===== src/rtl/audio_codec_bridge.sv =====
// audio_codec_bridge
// Stream adapter between the Audio_Controller pulse handshakes
// (available/read, allowed/write) and the valid/ready streams of the
// effects core. Mic samples pass through a single pipeline register;
// processed samples return through a small circular FIFO.
// Optional feature macro: BRIDGE_MONO_SUM_EN (mono downmix on capture).

module audio_codec_bridge #(
  parameter int DATA_W     = 32,
  parameter int FIFO_DEPTH = 4
) (
  input  logic                          CLOCK_50,
  input  logic                          reset_n,
  input  logic                          clear,
  input  logic                          audio_in_available,
  output logic                          read_audio_in,
  input  logic [DATA_W-1:0]             codec_in_L,
  input  logic [DATA_W-1:0]             codec_in_R,
  input  logic                          audio_out_allowed,
  output logic                          write_audio_out,
  output logic [DATA_W-1:0]             codec_out_L,
  output logic [DATA_W-1:0]             codec_out_R,
  output logic                          src_valid,
  input  logic                          src_ready,
  output logic [DATA_W-1:0]             src_L,
  output logic [DATA_W-1:0]             src_R,
  input  logic                          snk_valid,
  output logic                          snk_ready,
  input  logic [DATA_W-1:0]             snk_L,
  input  logic [DATA_W-1:0]             snk_R,
  output logic [$clog2(FIFO_DEPTH):0]   fifo_level
);

  localparam int AW = $clog2(FIFO_DEPTH);
  localparam int LW = AW + 1;
  localparam logic [LW-1:0] FULL_LEVEL = LW'(FIFO_DEPTH);

  typedef enum logic {IN_EMPTY, IN_HOLD} in_state_t;

  in_state_t         state;
  in_state_t         state_next;
  logic              run;
  logic [DATA_W-1:0] load_L;
  logic [DATA_W-1:0] load_R;

  logic [DATA_W-1:0] mem_L [FIFO_DEPTH];
  logic [DATA_W-1:0] mem_R [FIFO_DEPTH];
  logic [DATA_W-1:0] last_L;
  logic [DATA_W-1:0] last_R;
  logic [AW-1:0]     wr_ptr;
  logic [AW-1:0]     rd_ptr;
  logic [LW-1:0]     level;
  logic              push;
  logic              pop;

  // Strobes stay quiet until one full clock has passed after reset release,
  // so a release in the middle of a controller transfer cannot glitch a pop.
  always_ff @(posedge CLOCK_50 or negedge reset_n) begin
    if (!reset_n) run <= 1'b0;
    else          run <= 1'b1;
  end

  assign src_valid     = (state == IN_HOLD);
  assign read_audio_in = run & audio_in_available & (~src_valid | src_ready) & ~clear;

`ifdef BRIDGE_MONO_SUM_EN
  logic signed [DATA_W:0] mono_sum;

  // Mono downmix: widened sum then floor-halving, so the result can never overflow.
  always_comb begin
    mono_sum = $signed({codec_in_L[DATA_W-1], codec_in_L}) +
               $signed({codec_in_R[DATA_W-1], codec_in_R});
    load_L   = DATA_W'(mono_sum >>> 1);
    load_R   = DATA_W'(mono_sum >>> 1);
  end
`else
  assign load_L = codec_in_L;
  assign load_R = codec_in_R;
`endif

  // Input stage state register.
  always_ff @(posedge CLOCK_50 or negedge reset_n) begin
    if (!reset_n) state <= IN_EMPTY;
    else          state <= state_next;
  end

  // Input stage next state: load on a pop strobe, drain when the core takes the pair.
  always_comb begin
    state_next = state;
    if (clear)                                 state_next = IN_EMPTY;
    else if (read_audio_in)                    state_next = IN_HOLD;
    else if ((state == IN_HOLD) && src_ready)  state_next = IN_EMPTY;
  end

  // Input pipeline data register, loaded only when a sample is popped from the controller.
  always_ff @(posedge CLOCK_50 or negedge reset_n) begin
    if (!reset_n) begin
      src_L <= '0;
      src_R <= '0;
    end else if (read_audio_in) begin
      src_L <= load_L;
      src_R <= load_R;
    end
  end

  // Ready depends only on the registered level, never on a same-cycle pop.
  assign snk_ready       = run & (level != FULL_LEVEL) & ~clear;
  assign write_audio_out = run & (level != '0) & audio_out_allowed & ~clear;
  assign push            = snk_valid & snk_ready;
  assign pop             = write_audio_out;
  assign fifo_level      = level;

  // FIFO pointers and occupancy; pointers wrap naturally as DEPTH is a power of two.
  always_ff @(posedge CLOCK_50 or negedge reset_n) begin
    if (!reset_n) begin
      wr_ptr <= '0;
      rd_ptr <= '0;
      level  <= '0;
    end else if (clear) begin
      wr_ptr <= rd_ptr;
      level  <= '0;
    end else begin
      if (push) wr_ptr <= wr_ptr + AW'(1);
      if (pop)  rd_ptr <= rd_ptr + AW'(1);
      case ({push, pop})
        2'b10:   level <= level + LW'(1);
        2'b01:   level <= level - LW'(1);
        default: level <= level;
      endcase
    end
  end

  // FIFO storage written at the write pointer on each accepted processed pair.
  always_ff @(posedge CLOCK_50 or negedge reset_n) begin
    if (!reset_n) begin
      for (int i = 0; i < FIFO_DEPTH; i++) begin
        mem_L[i] <= '0;
        mem_R[i] <= '0;
      end
    end else if (push) begin
      mem_L[wr_ptr] <= snk_L;
      mem_R[wr_ptr] <= snk_R;
    end
  end

  // Copy of the most recently popped pair, shown on the DAC bus while the FIFO is empty.
  always_ff @(posedge CLOCK_50 or negedge reset_n) begin
    if (!reset_n) begin
      last_L <= '0;
      last_R <= '0;
    end else if (pop) begin
      last_L <= mem_L[rd_ptr];
      last_R <= mem_R[rd_ptr];
    end
  end

  assign codec_out_L = (level != '0) ? mem_L[rd_ptr] : last_L;
  assign codec_out_R = (level != '0) ? mem_R[rd_ptr] : last_R;

endmodule


===== config.mk =====
export PLATFORM = sky130hd
export DESIGN_NAME = audio_codec_bridge
export DESIGN_NICKNAME = d
export VERILOG_FILES = /design/src/rtl/audio_codec_bridge.sv
export SDC_FILE = /design/constraint.sdc
export NUM_CORES = 1
export LEC_CHECK = 0
export ABC_AREA = 1
export CELL_PAD_IN_SITES_DETAIL_PLACEMENT = 1
export CELL_PAD_IN_SITES_GLOBAL_PLACEMENT = 2
export CORE_MARGIN = 1.5
export CORE_UTILIZATION = 32
export CTS_CLUSTER_DIAMETER = 80
export DETAILED_ROUTE_END_ITERATION = 7
export GPL_ROUTABILITY_DRIVEN = 0
export GPL_TIMING_DRIVEN = 0
export PLACE_DENSITY = 0.9
export SLEW_MARGIN = 20
export SYNTH_ARGS = -nofsm -noshare
export SYNTH_HDL_FRONTEND = slang
export SYNTH_SLANG_ARGS = --single-unit

===== constraint.sdc =====
create_clock -name CLOCK_50 -period 2.1 [get_ports CLOCK_50]
set_input_delay 0.42 -clock CLOCK_50 [delete_from_list [all_inputs] [get_ports CLOCK_50]]
set_output_delay 0.42 -clock CLOCK_50 [all_outputs]
set_load 0.005 [all_outputs]

* Word-level counts from Yosys, hierarchy flattened *
Cells that the tools add are included.
W data, S select, Z words.

word-level totals
  logic and storage cells = 67
  memory bits (writable) = 0
  register bits after elaboration = 393
  memories kept = 0
  latch bits = 0
  input bits = 135
  memory bits (read-only) = 0
  output and inout port bits = 135

operators by class
  div/mod/pow operators = 0
  muxes and demuxes = 19
  equality and inequality tests = 3
  add/sub/neg operators = 4
  bitwise gates (word level) = 14
  shift-type cells = 0
  reductions and logical operators = 7
  multiply operators = 0
  magnitude comparators = 3

operators with widths
  kind                   count
  $bwmux W128            2
  $mux W32               7
  $bmux W32 S2           2
  $demux W32 S2          1
  $and A1 B1 Y1          9
  $reduce_bool A3 Y1     3
  $ge A3 B3 Y1 const B   2
  $not A2 Y3             2
  $pmux W3 S2            1
  $add A2 B1 Y2 const B  2
  $mux W2                2
  $add A3 B1 Y3 const B  1
  $lt A3 B1 Y1 const B   1
  $mux W1                3
  $mux W3                1
  $ne A3 B3 Y1 const B   1
  $sub A3 B1 Y3 const B  1
  $eq A2 B1 Y1 const B   1
  $eq A2 B2 Y1 const B   1
  $logic_and A1 B1 Y1    2
  $not A1 Y1             2
  $reduce_and A2 Y1      1
  $reduce_bool A2 Y1     1
  $or A1 B1 Y1           1

* Longest topological paths before layout *
  depth after elaboration = 7
  mapped depth = 14
  mapped depth without buffers = 13

* Worst setup path before layout *
No wires, ideal clock.

  kind = register to register
  start = register level[0] (netlist: fifo_level[0])
  end = register level[2] (netlist: fifo_level[2])
  clock period less this slack = 2012 ps
  data arrival time = 1895 ps
  setup slack = 88 ps
  data required time = 1983 ps
  stages on the path, launching flop included = 15
  path buffers = 1
  library setup time = 117 ps
  cell sequence = dfrtp_1 inv_1 nand2_1 nor2_1 buf_2 nor2_2 nand2_1 inv_1 fa_1 xnor2_1 inv_1 nand2_1 nand2_1 nand2_1 nand2_1

on the way
  longest elaborated chain between the ends = 7
  elaborated cells between the ends (all ways) = 15
  those cells by class = add/sub (2); eq/ne (3); mux (2); bitwise (6); reduce/logical (2)

ends and longest elaborated chain
  what                                                 RTL line  RTL
  start, declared                                      52        logic [LW-1:0] level;
  start signal, assigned                               126       2'b10: level <= level + LW'(1);
  start signal, assigned                               127       2'b01: level <= level - LW'(1);
  start signal, assigned                               128       default: level <= level;
  $reduce_bool A3 Y1 *                                 108       assign write_audio_out = run & (level != '0) & audio_out_allowed & ~clear;
  $and A1 B1 Y1 * (3 in series)                        108
  net write_audio_out                                  20        output logic write_audio_out,
  $eq A2 B1 Y1 / $eq A2 B2 Y1 (equally long branches)  125       case ({push, pop})
  $pmux W3 S2                                          125
  $mux W3                                              119       end else if (clear) begin

Mark *: on every way through the listed nets, which the timed path passes. The rest lies on a longest branch.
A chain may end at the register's enable or synchronous reset.

* Worst setup path in the final report *
  start = register level[2] (netlist: fifo_level[2])
  end = output port codec_out_L[14]

on the way
  longest elaborated chain between the ends = 2

ends and longest elaborated chain
  what                RTL line  RTL
  $reduce_bool A3 Y1  157       assign codec_out_L = (level != '0) ? mem_L[rd_ptr] : last_L;
  $mux W32            157
  end, declared       21        output logic [DATA_W-1:0] codec_out_L,

Every way passes these cells.

==> metrics.csv <==
stage,metric,value,unit
grt,grt_usage,22.9,%
critical_path,crit_arrival,2.14,ns
die,dieArea,57200,µm²
critical_path,rr_endpoint,fifo_level[2]$_DFFE_PN0P_,
drt,drc,0,
status,failed_checks,negative setup slack,
sta,fmax,390,MHz
sta,hold_violations,0,
yosys,syn_area,17800,µm²
drt,ant_nets,0,
die,ios,270,
critical_path,critical_path.startpoint_type,register,
yosys,ys_top_cells_by_area,"dfrtp_1, nand2_1, o21ai_2, o21ai_1, a21oi_1",
sta,tightest_slew,0.649,ns
critical_path,cpMostUsedCell,buf_8,
sta,clock_skew,0.0162,ns
critical_path,path_buf_inv,6,
clocking,cts_sinks,393,
yosys,synth_seq_area_share,55.1,%
placement,place_ws,-1.14,ns
sta,finalSetupViolCount,66,
die,start_util,32.4,%
critical_path,crit_cells,8,
critical_path,cp-end-kind,output pin,
yosys,ys_ff_latch,393,
placement,place_hpwl,44300,µm
drt,drtPass1Iterations,5,
die,core,55100,µm²
clocking,numCtsBuffers,46,
pwr,p_seq_share,33.4,%
grt,grt_pass1_vias,17446,
placement,placed_cell_area,21600,µm²
clocking,clkTransAtPathRegs,0.06,ns
critical_path,setup.worst_path.class,register to output pin,
drt,vias,16107,
clocking,h-tree-depth,2,
grt,overflow,0,
pwr,switching_power,14300,µW
flow_run,drv_cap,0,
cells_and_area,nets,2609,
yosys,synthCells,2074,
pwr,swShare,38.0,%
yosys,synth_top_area_cell,dfrtp_1,
cells_and_area,drive_gt1_share,29.6,%
yosys,synth.avg_cell_area,8.60,µm²
drt,vias_per_cell,4.95,
die,fp-row-count,86,
critical_path,rr_startpoint,fifo_level[2]$_DFFE_PN0P_,
critical_path,cpPeakStageDelay,0.49,ns
pwr,vdd_ir_drop_max,775,µV
sta,maxSlewHeadroom,56.7,%
yosys,yosys_warnings,0,
cells_and_area,design_area,25700,µm²
critical_path,ff2ff_path_depth,14,
pwr,power.density,1470,nW/µm²
placement,io_buffers,269,
die,die_y,239,µm
pwr,leakage,0.0123,µW
sta,setup_tns,-25.84,ns
sta,rsz0062_at_grt,true,
grt,grt_start_max_net_pins,98,
yosys,synth_nets,2214,
sta,fin_crit_sh,122,%
clocking,cts_buffer_depth,3,
cells_and_area,syn2layout_area_growth,44.2,%
yosys,synth_cell_types,28,
critical_path,r2r_slack,-0.08,ns
pwr,clockPowerShare,22.6,%
status,status,"complete, but fails checks",
die,die_w,239,µm
sta,worst_slack,-0.464,ns
cells_and_area,final_cell_mix,"nand2_1, dfrtp_1, clkdlybuf4s50_1",
critical_path,endpoint,codec_out_L[14],
clocking,worstSkewPairLatency,0.59,ns
clocking,ctsRootBufferMaster,clkbuf_16,
cells_and_area,final_common_cell,nand2_1,
critical_path,cp_cell_sequence,"nor2_4, buf_8, buf_8, buf_8, clkbuf_16, buf_12, o21ai_1, buf_2",
pwr,combPwrFrac,44.0,%
drt,dr.first_iter.drc_count,908,
sta,drv_slew,0,
sta,layout_min_cycle_time,2.56,ns
critical_path,required,1.68,ns
min_path,min_path_type,primary input to async pin,
critical_path,crit_slowest_cell,dfrtp_2,
critical_path,path_delay_family,buffers and inverters,
pwr,power,37700,µW
clocking,cts_tree,yes,
grt,antenna_found_initial,3,
pwr,intPower,23400,µW
drt,wire_per_inst,20.7,µm
critical_path,critical_path.startpoint,fifo_level[2]$_DFFE_PN0P_,
drt,routed_wl,67200,µm
critical_path,crit_fanout,7,
yosys,synth_top_area_share,55.1,%
grt,grt_first_pass_wirelength,101000,µm
-- worst min path at each step --
stage | end | depth (start not counted)
2_1_floorplan | fifo_level[0]$_DFFE_PN0P_ | 0
3_3_place_gp | src_L[22]$_DFFE_PN0P_ | 2
3_5_place_dp | last_R[9]$_DFFE_PN0P_ | 1
4_1_cts | last_R[9]$_DFFE_PN0P_ | 2
5_1_grt | last_R[10]$_DFFE_PN0P_ | 2
6_report | last_R[10]$_DFFE_PN0P_ | 2
-- flip-flops by register name, summed over array words and instances, names as in the netlist --
register,cells
mem_L,128
mem_R,128
last_L,32
last_R,32
src_L,32
src_R,32
fifo_level,3
rd_ptr,2
wr_ptr,2
run,1
src_valid,1
-- cell families after synthesis --
logic type	synth area share [%]
AO/OA/AOI/OAI	16.8
XOR/XNOR	0.0982
adder cells (fa/ha/maj)	0.393
buffers and inverters	7.34
flip-flops	55.1
other	0.0210
AND/OR/NAND/NOR	20.2
-- stage by stage --
step	utilization (%)	hold slack [ns]	instances
2_1_floorplan	-	0.124	2074
3_3_place_gp	39.0	0.461	3091
3_5_place_dp	39.2	0.339	3095
4_1_cts	44.8	0.324	3232
5_1_grt	46.7	0.366	3254
6_report	46.7	0.328	3254
-- power by group through the flow --
stage                     clock network, µW  registers, µW  logic, µW
after floorplan                           0          11900       6800
after global placement                    0          12200      11300
after detailed placement                  0          12400      11800
after CTS                              8690          12400      14400
after global routing                   8970          12900      18000
final                                  8520          12600      16600
-- routing by layer --
layer	vias to the layer above	part of all wire (%)	wire length, µm	track usage [%]
met2	372	50	33400	39.4
met4	4	2.0	1370	6.27
li1	7445	-	-	-
met3	92	5.4	3620	4.65
met5	-	0.046	31	0
met1	8194	43	28800	29.1
-- worst reg2reg max path, cell delays in order (launching register included) --
cell	delay (ns)
dfrtp_2	0.49
nor2_4	0.25
buf_8	0.15
buf_8	0.13
buf_6	0.11
nor2_4	0.04
nand2_4	0.08
inv_2	0.04
fa_2	0.35
xnor2_2	0.17
inv_1	0.06
nand2_1	0.05
nand2_1	0.04
nand2_1	0.06
nand2_1	0.06
-- layout make-up --
type	instances	area [µm²]
multi-input cells	1462	7900
plain buffers	134	1530
well taps	748	936
clock buffers	65	1380
diodes	1	2.50
clock inverters	19	233
flip-flops and latches	393	9840
repair buffers	354	3630
fillers	6283	29400
inverters	78	298
-- Yosys cell counts --
library cell and n:
a21oi_1 129, buf_1 10, buf_2 45, buf_4 1, buf_6 57, clkbuf_1 28
conb_1 1, dfrtp_1 393, fa_1 1, ha_1 4, inv_1 77, inv_2 1
nand2_1 915, nand2_4 5, nand3_1 3, nand3_2 1, nand4_1 4, nor2_1 4
nor2_2 2, nor2_4 1, nor2_8 1, o211ai_1 1, o21ai_0 126, o21ai_1 151
o21ai_2 110, or2_2 1, xnor2_1 1, xor2_1 1
-- what timing repair did --
action / CTS / global route
pin swaps: 68 / 82
gates cloned: 7 / 12
hold buffers: 1 / 0
endpoints found under the hold margin: 37 / 0
setup endpoints to repair: 122 / 90
buffers inserted: 48 / 18
gates resized for setup: 637 / 260
Power figures use the tool's default switching activity.
